`src/rtl/imem_boot_ctrl.sv`:
```
// Streams a program into the instruction BRAM and sequences core reset, stall and release; registered outputs, write lands 1 cycle after a beat.
// s_ready is high only in LOAD. A halted core can be reloaded without a global reset.
module imem_boot_ctrl #(
  parameter int                    DATA_WIDTH   = 32,
  parameter int                    ADDR_WIDTH   = 32,
  parameter int                    MAX_WORDS    = 1024,
  parameter logic [ADDR_WIDTH-1:0] BASE_ADDR    = '0,
  parameter int                    FLUSH_CYCLES = 2,
  localparam int                   LW           = $clog2(MAX_WORDS) + 1
) (
  input  logic                  clk,
  input  logic                  rst,
  input  logic                  load_start,
  input  logic [LW-1:0]         load_len,
  input  logic                  halt_req,
  input  logic                  s_valid,
  input  logic [DATA_WIDTH-1:0] s_data,
  output logic                  s_ready,
  output logic [ADDR_WIDTH-1:0] i_w_addr,
  output logic [DATA_WIDTH-1:0] i_w_dat,
  output logic                  i_w_enb,
  output logic                  i_r_enb,
  output logic                  pc_stall,
  output logic                  core_rst,
  output logic                  loading,
  output logic                  done,
  output logic                  error,
  output logic [DATA_WIDTH-1:0] checksum
);

  typedef enum logic [1:0] {IDLE, LOAD, FLUSH, RUN} state_t;

  state_t        state_q, state_d;
  logic [LW-1:0] len_q, cnt_q;
  logic [3:0]    fcnt_q;

  logic legal, start_win, start_ok, start_bad, beat, last_beat, flush_end;
  logic core_rst_d, pc_stall_d, i_r_enb_d, loading_d, done_d;

  assign s_ready   = (state_q == LOAD);
  assign beat      = s_valid && s_ready;
  assign last_beat = beat && (cnt_q == len_q - LW'(1));
  assign flush_end = (fcnt_q == 4'(FLUSH_CYCLES - 1));
  assign legal     = (load_len != '0) && (load_len <= LW'(MAX_WORDS));
  // A reload from RUN is only honoured while the core is halted.
  assign start_win = load_start && ((state_q == IDLE) || ((state_q == RUN) && halt_req));
  assign start_ok  = start_win && legal;
  assign start_bad = start_win && !legal;

  always_ff @(posedge clk) begin
    if (rst) state_q <= IDLE;
    else     state_q <= state_d;
  end

  always_comb begin
    state_d = state_q;
    case (state_q)
      IDLE:    if (start_ok)  state_d = LOAD;
      LOAD:    if (last_beat) state_d = FLUSH;
      FLUSH:   if (flush_end) state_d = RUN;
      RUN:     if (start_ok)  state_d = LOAD;
      default:                state_d = IDLE;
    endcase
  end

  // Control outputs are registered from the next state so they line up with state_q.
  always_comb begin
    core_rst_d = (state_d != RUN);
    pc_stall_d = (state_d == RUN) ? halt_req : 1'b1;
    i_r_enb_d  = (state_d == FLUSH) || (state_d == RUN);
    loading_d  = (state_d == LOAD);
    done_d     = (state_d == RUN) && (state_q != RUN);
  end

  always_ff @(posedge clk) begin
    if (rst) begin
      core_rst <= 1'b1;
      pc_stall <= 1'b1;
      i_r_enb  <= 1'b0;
      loading  <= 1'b0;
      done     <= 1'b0;
      error    <= 1'b0;
      i_w_enb  <= 1'b0;
      i_w_addr <= '0;
      i_w_dat  <= '0;
      checksum <= '0;
      len_q    <= '0;
      cnt_q    <= '0;
      fcnt_q   <= '0;
    end else begin
      core_rst <= core_rst_d;
      pc_stall <= pc_stall_d;
      i_r_enb  <= i_r_enb_d;
      loading  <= loading_d;
      done     <= done_d;
      i_w_enb  <= beat;
      fcnt_q   <= (state_q == FLUSH) ? fcnt_q + 4'd1 : 4'd0;
      if (beat) begin
        i_w_addr <= BASE_ADDR + (ADDR_WIDTH'(cnt_q) << 2);
        i_w_dat  <= s_data;
        checksum <= checksum ^ s_data;
        cnt_q    <= cnt_q + LW'(1);
      end
      if (start_ok) begin
        len_q    <= load_len;
        cnt_q    <= '0;
        checksum <= '0;
        error    <= 1'b0;
      end else if (start_bad) begin
        error    <= 1'b1;
      end
    end
  end

endmodule
```
`config.mk`:
```
export PLATFORM = sky130hd
export DESIGN_NAME = imem_boot_ctrl
export DESIGN_NICKNAME = d
export VERILOG_FILES = /design/src/rtl/imem_boot_ctrl.sv
export SDC_FILE = /design/constraint.sdc
export NUM_CORES = 1
export LEC_CHECK = 0
export ABC_AREA = 1
export CAP_MARGIN = 20
export CORE_MARGIN = 2
export CORE_UTILIZATION = 49
export DETAILED_ROUTE_END_ITERATION = 6
export GPL_ROUTABILITY_DRIVEN = 0
export PLACE_DENSITY = 0.87
export SKIP_CTS_REPAIR_TIMING = 1
export SLEW_MARGIN = 20
export SYNTH_ARGS = -nofsm -noshare
export SYNTH_HDL_FRONTEND = slang
export SYNTH_SLANG_ARGS = --single-unit
```
`constraint.sdc`:
```
create_clock -name clk -period 2.4 [get_ports clk]
set_input_delay 0.48 -clock clk [delete_from_list [all_inputs] [get_ports clk]]
set_output_delay 0.48 -clock clk [all_outputs]
set_load 0.02 [all_outputs]
```
==> flow_summary.toml, run 1 <==
[outcome]
status = "complete, no violations"

[sta]
fmax_mhz = 435.8
fin_crit_ps = 2295
worst_slew_pin_slew_ps = 530.9
setup_viol = 0
max_slew_margin_pct = 64.61
finClkSkew_ps = 11.15
tns_ps = 0
hold_ws_ps = 472.6
hold_viol_final = 0
report.final.slew_viol_count = 0
rsz0062_at_grt = "false"
period_share_pct = 95.62

[die]
io_pins = 152
coreArea_sq_um = 9109
die_x_um = 100.3
fp-row-count = 35
die_area_sq_um = 10060
initial_core_util_pct = 49.88
die-height_um = 100.3

[logic_synthesis]
synth_edf_count = 0
syn_area_sq_um = 4543
synthTopCellsByCount = "nand2_1 (126), dfxtp_1 (109), nor2_1 (68), a21oi_1 (56)"
yosys-top-cells-area = "dfxtp_1 (48%), nand2_1 (10%), xor2_1 (7.3%)"
async_flop_share_pct = 0
syn-instance-count = 572
synthMostInstantiatedCell = "nand2_1"
syn_avg_cell_area_sq_um = 7.942
ys_seq_area_share_pct = 48.03
synth_top_cell_area_share_pct = 48.03
synth.distinct_cells = 34
ys.flop_type = "dfxtp_1"
yosys.area.top_type = "dfxtp_1"
synth_warnings = 0
ys_ff_latch = 109

[routing]
first_iter_violations = 190
vias = 4008
drt-met1-wl_um = 4236
routedWlPerCell_um = 13.24
drc_errors = 0
wl_met2_um = 5701
vias_per_cell = 4.912
wl_met3_um = 662
routed_wl_um = 10810
drt_pre_antenna_iters = 4
maxUsedRoutingLayer = "met4"
ant_nets = 0

[worst_setup_path]
cp_num_buf_inv = 2
slowest_delay_ps = 660
cp.arrival_ps = 1810
crit_type = "flop to output pin"
setup.worst_path.end_class = "output pin"
cp_top_family = "buffers and inverters"
start_kind = "flop"
critical_path.cell_chain = "inv_1, ha_1, clkdlybuf4s50_1"
critPathMaxFanout = 6
worstPathRequired_ps = 1920
r2r_slack_ps = 360
cpMaxStageDelayCell = "clkdlybuf4s50_1"

[global_route]
antenna_found_initial = 0
grt_start_max_net_pins = 53
grt_overflow = 0
grt_pass1_vias = 3959
grt_usage_pct = 21.89
grt_pass1_wl_um = 17680

[placed_design]
placed_area_sq_um = 5881
numPortBuffers = 130
post-place-cells = 800
dp_hpwl_um = 8175

[cells_and_area]
n_antenna_cell = 0
drive_gt1_share_pct = 6.950
nets = 756
fill_cells = 703
stdcell_count = 816
design_area_sq_um = 6080
final-seq-area_sq_um = 2182
syn_to_final_growth_pct = 33.82
multiInputGateArea_sq_um = 2013

[clock_tree]
cts_max_level = 3
clock_sinks = 109
cts_buffer_depth = 2
clock_latency_ps = 370
clk_pin_slew_ps = 110
cts-buffers-inserted = 9
tritoncts = "yes"
clockRootBuffer = "clkbuf_8"

[pwr]
power.total_uw = 4973
ir_worst_vdd_mv = 0.4616
power_density_nw_per_um2 = 817.9
cellLeakagePower_uw = 0.002369

[job]
cap_viol_max_count = 0

[worst_hold_path]
hp-class = "flop to flop"
[flip-flops by register name, indices dropped and copies added (netlist names)]
register / count
checksum: 32
i_w_addr: 11
done: 1
pc_stall: 1
state_q: 2
cnt_q: 11
loading: 1
i_w_dat: 32
i_w_enb: 1
error: 1
len_q: 11
core_rst: 1
fcnt_q: 4
[metal layers]
layer  global-route usage [%]  vias up
li1                         -     2019
met1                    23.38     1851
met2                    40.63      120
met3                    6.476       18
met4                    7.903        0
met5                        0        -
[final timing paths]
path	start	to	cells after the start
max	state_q[1]	s_ready	3
min	i_w_dat[25]	i_w_dat[25]	2
max reg2reg	state_q[1]	checksum[9]	8
min reg2reg	i_w_dat[25]	i_w_dat[25]	2
[worst register-to-register path, cell delays in order (launching register included)]
cell and delay (ps):
dfxtp_1 390, inv_1 110, ha_1 280, nand2_2 150, clkinv_2 90, buf_4 430, nand2_1 220, xor2_1 200
nor2_1 70
[cell usage in the layout, fill, tap and decap left out, drive strengths merged]
master and count:
a211oi 2, a21oi 56, a31oi 2, and3 1
buf 10, clkbuf 9, clkdlybuf4s50 130, clkinv 5
conb 21, dfxtp 109, ha 8, inv 47
nand2 129, nand3 18, nand3b 2, nand4 2
nor2 73, nor3 6, nor3b 3, nor4 1
o21ai 26, or2 1, xnor2 6, xor2 38
[stage by stage]
| stage | util (%) | setup WS [ps] |
|---|---|---|
| floorplan | - | 433.5 |
| detailed placement | 64.56 | 197.9 |
| global placement | 64.56 | 279.7 |
| global route | 66.74 | 31.38 |
| finish | 66.74 | 105.1 |
| CTS | 66.74 | 91.53 |
[area by class of cell]
class / instances / share of cell area, %
multi-input combinational: 395 / 33.11
sequential: 109 / 35.89
inverter: 45 / 2.799
tap: 111 / 2.284
timing repair buffer: 140 / 22.64
clock inverter: 7 / 1.235
clock buffer: 9 / 2.037
[report_power, final]
group / internal, uW / leakage [uW] / total, uW / switching (uW)
Clock: 418 / 0.000104 / 1120 / 697
Sequential: 2040 / 0.000884 / 2200 / 161
Combinational: 705 / 0.00138 / 1650 / 948
Total: 3170 / 0.00237 / 4970 / 1810
[kinds of logic after synthesis]
group           Yosys count  synth area share [%]
fa+ha+maj                 8                 2.203
buf+inv                  88                 9.309
xor+xnor                 44                 8.483
flops                   109                 48.03
other cells               1               0.08254
simple gates            236                 22.09
compound gates           86                 9.804
Power figures use the tool's default switching activity.
==> run 2: changes to the inputs <==
CORE_UTILIZATION = 61   (was 49)
DONT_BUFFER_PORTS = 1   (was not set)
PLACE_DENSITY = 0.79   (was 0.87)
==> run 2 against run 1 <==
Effect of this change: global-route usage rose by 2.2 points; first-iteration DRC count fell by 19%; routed wire length fell by 9.8%; fmax rose by 6.8%; combinational power fell by 44%; flip-flop and latch count did not move; non-clock buffer count fell by 133; sequential share of layout area rose by 10 points; die area fell by 19%; largest cell class unchanged.
==> flow_summary.toml, run 2 (same netlist as run 1, synthesis figures left out) <==
[worst_hold_path]
hp-class = "input port to flop"
hold_start = "rst"

[worst_setup_path]
slowest_delay_ps = 550
cp_num_buf_inv = 1
start_kind = "flop"
cp.arrival_ps = 2390
worstPathRequired_ps = 2640
reg2reg_from = "state_q[1]"
critical_path.cell_chain = "ha_1, nand2_1, nand2_1, nand2_1, a21oi_1, o21ai_2, nand2_2, buf_4, a21oi_1"
setup.worst_path.start = "state_q[1]"
critPathMaxFanout = 28
cpMaxStageDelayCell = "dfxtp_1"
setup.worst_path.end_class = "flop"
cp_common_cell = "nand2_1"
cp_top_family = "compound AO/OA/AOI/OAI gates"
crit_type = "flop to flop"

[cells_and_area]
fin_util_pct = 65.85
syn_to_final_growth_pct = 4.572
drive_gt1_share_pct = 7.867
final_cell_mix = "nand2_1 (126), dfxtp_1 (109), nor2_1 (68), a21oi_1 (56)"
nets = 623
n_antenna_cell = 0
final_common_cell = "nand2_1"
largestRegisters = "checksum (32), i_w_dat (32)"

[pwr]
p_int_uw = 2872
ir_worst_vdd_mv = 0.4958
clockPowerShare_pct = 25.4
power_density_nw_per_um2 = 960.1
power_frac_comb_pct = 20.4
cellLeakagePower_uw = 0.001885
p_sw_share_pct = 37.04
p_seq_share_pct = 54.2
p_sw_uw = 1689

[sta]
hold_viol_final = 0
setup_viol = 0
tns_ps = 0
max_slew_margin_pct = 46.77
timing.final.ws_setup_ps = 251.7
finClkSkew_ps = 15.30
period_share_pct = 89.51
hold_ws_ps = 160.5
rsz0062_at_grt = "false"
report.final.slew_viol_count = 0
worst_slew_pin_slew_ps = 798.3
fmax_mhz = 465.5
fin_crit_ps = 2148

[die]
die-height_um = 90.30
coreArea_sq_um = 7214
die_area_sq_um = 8154
die_x_um = 90.30
io_pins = 152
initial_core_util_pct = 62.97
fp-row-count = 31

[placed_design]
dp_hpwl_um = 7047
numPortBuffers = 0
dp_slack_ps = 285.0

[routing]
vias = 3508
vias_per_cell = 5.228
drc_errors = 0
drt_pre_antenna_iters = 4
first_iter_violations = 153
routed_wl_um = 9745
routedWlPerCell_um = 14.52
ant_nets = 0

[clock_tree]
cts_buffer_depth = 2
tritoncts = "yes"
clock_latency_ps = 370
clock_sinks = 109
cts-buffers-inserted = 9
cts_max_level = 3
clockRootBuffer = "clkbuf_8"
clk_pin_slew_ps = 110

[global_route]
grt_usage_pct = 24.09
antenna_found_initial = 0
grt_start_max_net_pins = 53
grt_pass1_vias = 3531
grt_pass1_wl_um = 16000
grt_overflow = 0

[outcome]
status = "complete, no violations"

[job]
cap_viol_max_count = 0
==> run 2: power groups by stage <==
stage / Clock, uW / Sequential (uW) / Combinational [uW]
after floorplan: 0 / 2460 / 792
after global placement: 0 / 2510 / 875
after detailed placement: 0 / 2520 / 921
after CTS: 1170 / 2480 / 934
after global routing: 1230 / 2500 / 1080
final: 1160 / 2470 / 932
==> run 2: per-stage QoR <==
| step | instances | total power (uW) | instance area (sq um) |
|---|---|---|---|
| 6_report | 671 | 4561 | 4751 |
| 2_1_floorplan | 592 | 3248 | 4618 |
| 5_1_grt | 671 | 4812 | 4751 |
| 4_1_cts | 671 | 4581 | 4751 |
| 3_3_place_gp | 655 | 3384 | 4542 |
| 3_5_place_dp | 655 | 3437 | 4542 |
==> run 2: worst paths after layout <==
check | to | slack, ps | cells past startpoint
worst max-delay path | cnt_q[1] | 250 | 9
worst min-delay path | i_w_dat[22] | 160 | 1
worst max register to register | cnt_q[1] | 250 | 9
worst min register to register | fcnt_q[0] | 480 | 1
==> run 2: cell type report <==
cell class | count | area (sq um)
sequential | 109 | 2182
timing repair buffer | 7 | 52.55
inverter | 45 | 170.2
fill | 646 | 2464
multi-input combinational | 395 | 2013
clock inverter | 6 | 81.33
clock buffer | 10 | 127.6
tap | 99 | 123.9
==> run 2: layer usage <==
layer	GRT usage, %	routed length [um]	share of wire [%]	up-vias
li1	-	-	-	1754
met1	26.91	3870	40	1602
met2	42.48	5011	51	129
met3	6.177	629	6.5	23
met4	12.05	234	2.4	0
met5	0	0	0	-
==> run 2: worst reg2reg max path, cell delays in order (launching register included) <==
cell     delay, ps
dfxtp_1        550
ha_1           250
nand2_1         70
nand2_1         80
nand2_1         50
a21oi_1        200
o21ai_2        280
nand2_2        140
buf_4          300
a21oi_1         90
==> run 3: changes to the inputs <==
CORE_MARGIN = 1   (was 2)
==> run 3 against run 2 <==
Effect of this change: hold slack better by 33 ps; final area decreased by 0.58%; first-iteration DRC count is 12% higher; routed wire length is 5.6% lower; clock skew down 2.0 ps; global-route usage down 0.84 points; die area decreased by 4.4%; largest cell class unchanged; critical endpoint is now cnt_q[8]; register-to-register slack gained 200 ps; utilization down 0.38 points.
==> flow_summary.toml, run 3 (same netlist as run 1, synthesis figures left out) <==
[outcome]
status = "complete, no violations"

[clock_tree]
clk_pin_slew_ps = 100
cts_buffer_depth = 2
clockRootBuffer = "clkbuf_8"
clock_sinks = 109
tritoncts = "yes"
clock_latency_ps = 350
cts-buffers-inserted = 9
cts_max_level = 3

[cells_and_area]
nets = 624
stdcell_count = 672
largestRegisters = "checksum (32), i_w_dat (32)"
fin_util_pct = 65.47
final_cell_mix = "nand2_1 (126), dfxtp_1 (109), nor2_1 (68), a21oi_1 (56)"
final-seq-area_sq_um = 2182
n_antenna_cell = 0
final_common_cell = "nand2_1"
drive_gt1_share_pct = 8.028
syn_to_final_growth_pct = 3.966
fill_cells = 623
multiInputGateArea_sq_um = 2013
design_area_sq_um = 4723

[sta]
timing.final.ws_setup_ps = 453.3
worst_slew_pin_slew_ps = 775.3
report.final.slew_viol_count = 0
tns_ps = 0
period_share_pct = 81.11
fin_crit_ps = 1947
rsz0062_at_grt = "false"
fmax_mhz = 513.7
finClkSkew_ps = 13.26
max_slew_margin_pct = 48.31
setup_viol = 0
hold_viol_final = 0

[worst_setup_path]
setup.worst_path.end_class = "flop"
critPathMaxFanout = 27
reg2regPathDepth = 10
timing.rr.end = "cnt_q[8]"
slowest_delay_ps = 410
setup.worst_path.start = "state_q[1]"
cp_num_buf_inv = 3
cp.arrival_ps = 2210
cpMaxStageDelayCell = "dfxtp_1"
reg2reg_from = "state_q[1]"
start_kind = "flop"
worstPathRequired_ps = 2660
cp_top_family = "simple AND/OR/NAND/NOR gates"
crit_type = "flop to flop"
r2r_slack_ps = 450
critical_path.cell_chain = "inv_1, ha_1, inv_1, nand2_1, nand2_1, a21oi_1, o21ai_2, nand2_2, buf_4, nor3b_1"

[pwr]
ir_worst_vdd_mv = 0.6056
power_density_nw_per_um2 = 932.2
p_seq_share_pct = 55.9
p_sw_share_pct = 37.28
power_frac_comb_pct = 21.5
p_int_uw = 2762
cellLeakagePower_uw = 0.001875
clockPowerShare_pct = 22.6
p_sw_uw = 1641

[die]
initial_core_util_pct = 62.97
die_area_sq_um = 7797
die-height_um = 88.30
fp-row-count = 31
io_pins = 152
coreArea_sq_um = 7214
die_x_um = 88.30

[global_route]
use_met2_pct = 40.56
grtUsageMet3_pct = 6.623
grt_start_max_net_pins = 53
grt_pass1_wl_um = 14080
antenna_found_initial = 0
grt_usage_pct = 23.25
grt_overflow = 0
grt_pass1_vias = 3122
met1_usage_pct = 27.69
grt-busiest-layer = "met2"

[routing]
first_iter_violations = 172
routedWlPerCell_um = 13.69
vias_per_cell = 5.170
drc_errors = 0
vias = 3474
routed_wl_um = 9198
ant_nets = 0
drt_pre_antenna_iters = 4

[worst_hold_path]
min_to = "len_q[10]"
hold_depth = 1
hp-class = "input port to flop"
hold_start = "rst"

[job]
cap_viol_max_count = 0

[placed_design]
numPortBuffers = 0
post-place-cells = 656
dp_hpwl_um = 6672
dp_slack_ps = 468.8
placed_area_sq_um = 4549
[run 3: cell count changes in the layout (fill, tap and decap cells not counted)]
cell	delta
inv_8	+1
clkinv_4	-1
inv_6	-1
clkinv_2	+2
buf_4	+1
clkinv_8	-1
bufinv_16	-1
clkinvlp_4	+1
[run 3: worst max-delay path by stage]
stage                to  slack [ps]  cells past startpoint
3_5_place_dp   pc_stall         470                      9
3_3_place_gp   pc_stall         550                      9
2_1_floorplan  pc_stall         430                     16
6_report       cnt_q[8]         450                     10
4_1_cts        cnt_q[8]         460                     10
5_1_grt        cnt_q[7]         180                     10
[run 3: through the flow]
step / hold slack [ps] / total power (uW)
3_3_place_gp: 446.2 / 3389
4_1_cts: 174.6 / 4428
5_1_grt: 162.9 / 4662
2_1_floorplan: 433.7 / 3248
6_report: 193.9 / 4403
3_5_place_dp: 462.0 / 3437
[run 3: worst register-to-register path: stages (launching register included)]
cell,delay [ps]
dfxtp_1,410
inv_1,90
ha_1,210
inv_1,60
nand2_1,70
nand2_1,60
a21oi_1,60
o21ai_2,320
nand2_2,100
buf_4,260
nor3b_1,220
[run 3: layout make-up]
class | instances | area share [%]
repair buffers | 8 | 1.272
inverters | 45 | 3.603
clock inverters | 6 | 0.9801
well taps | 99 | 2.623
multi-input cells | 395 | 42.62
clock buffers | 10 | 2.702
flip-flops and latches | 109 | 46.20
[run 3: power groups by stage]
stage / logic, uW / clock network [uW] / registers [uW]
floorplan: 792 / 0 / 2460
global placement: 892 / 0 / 2500
detailed placement: 934 / 0 / 2500
CTS: 949 / 1020 / 2460
global route: 1090 / 1080 / 2490
finish: 947 / 996 / 2460
[run 3: metal layers]
| layer | vias to the layer above | share of wire, % |
|---|---|---|
| li1 | 1758 | - |
| met1 | 1601 | 41 |
| met2 | 107 | 52 |
| met3 | 8 | 5.7 |
| met4 | 0 | 0.97 |
| met5 | - | 0 |
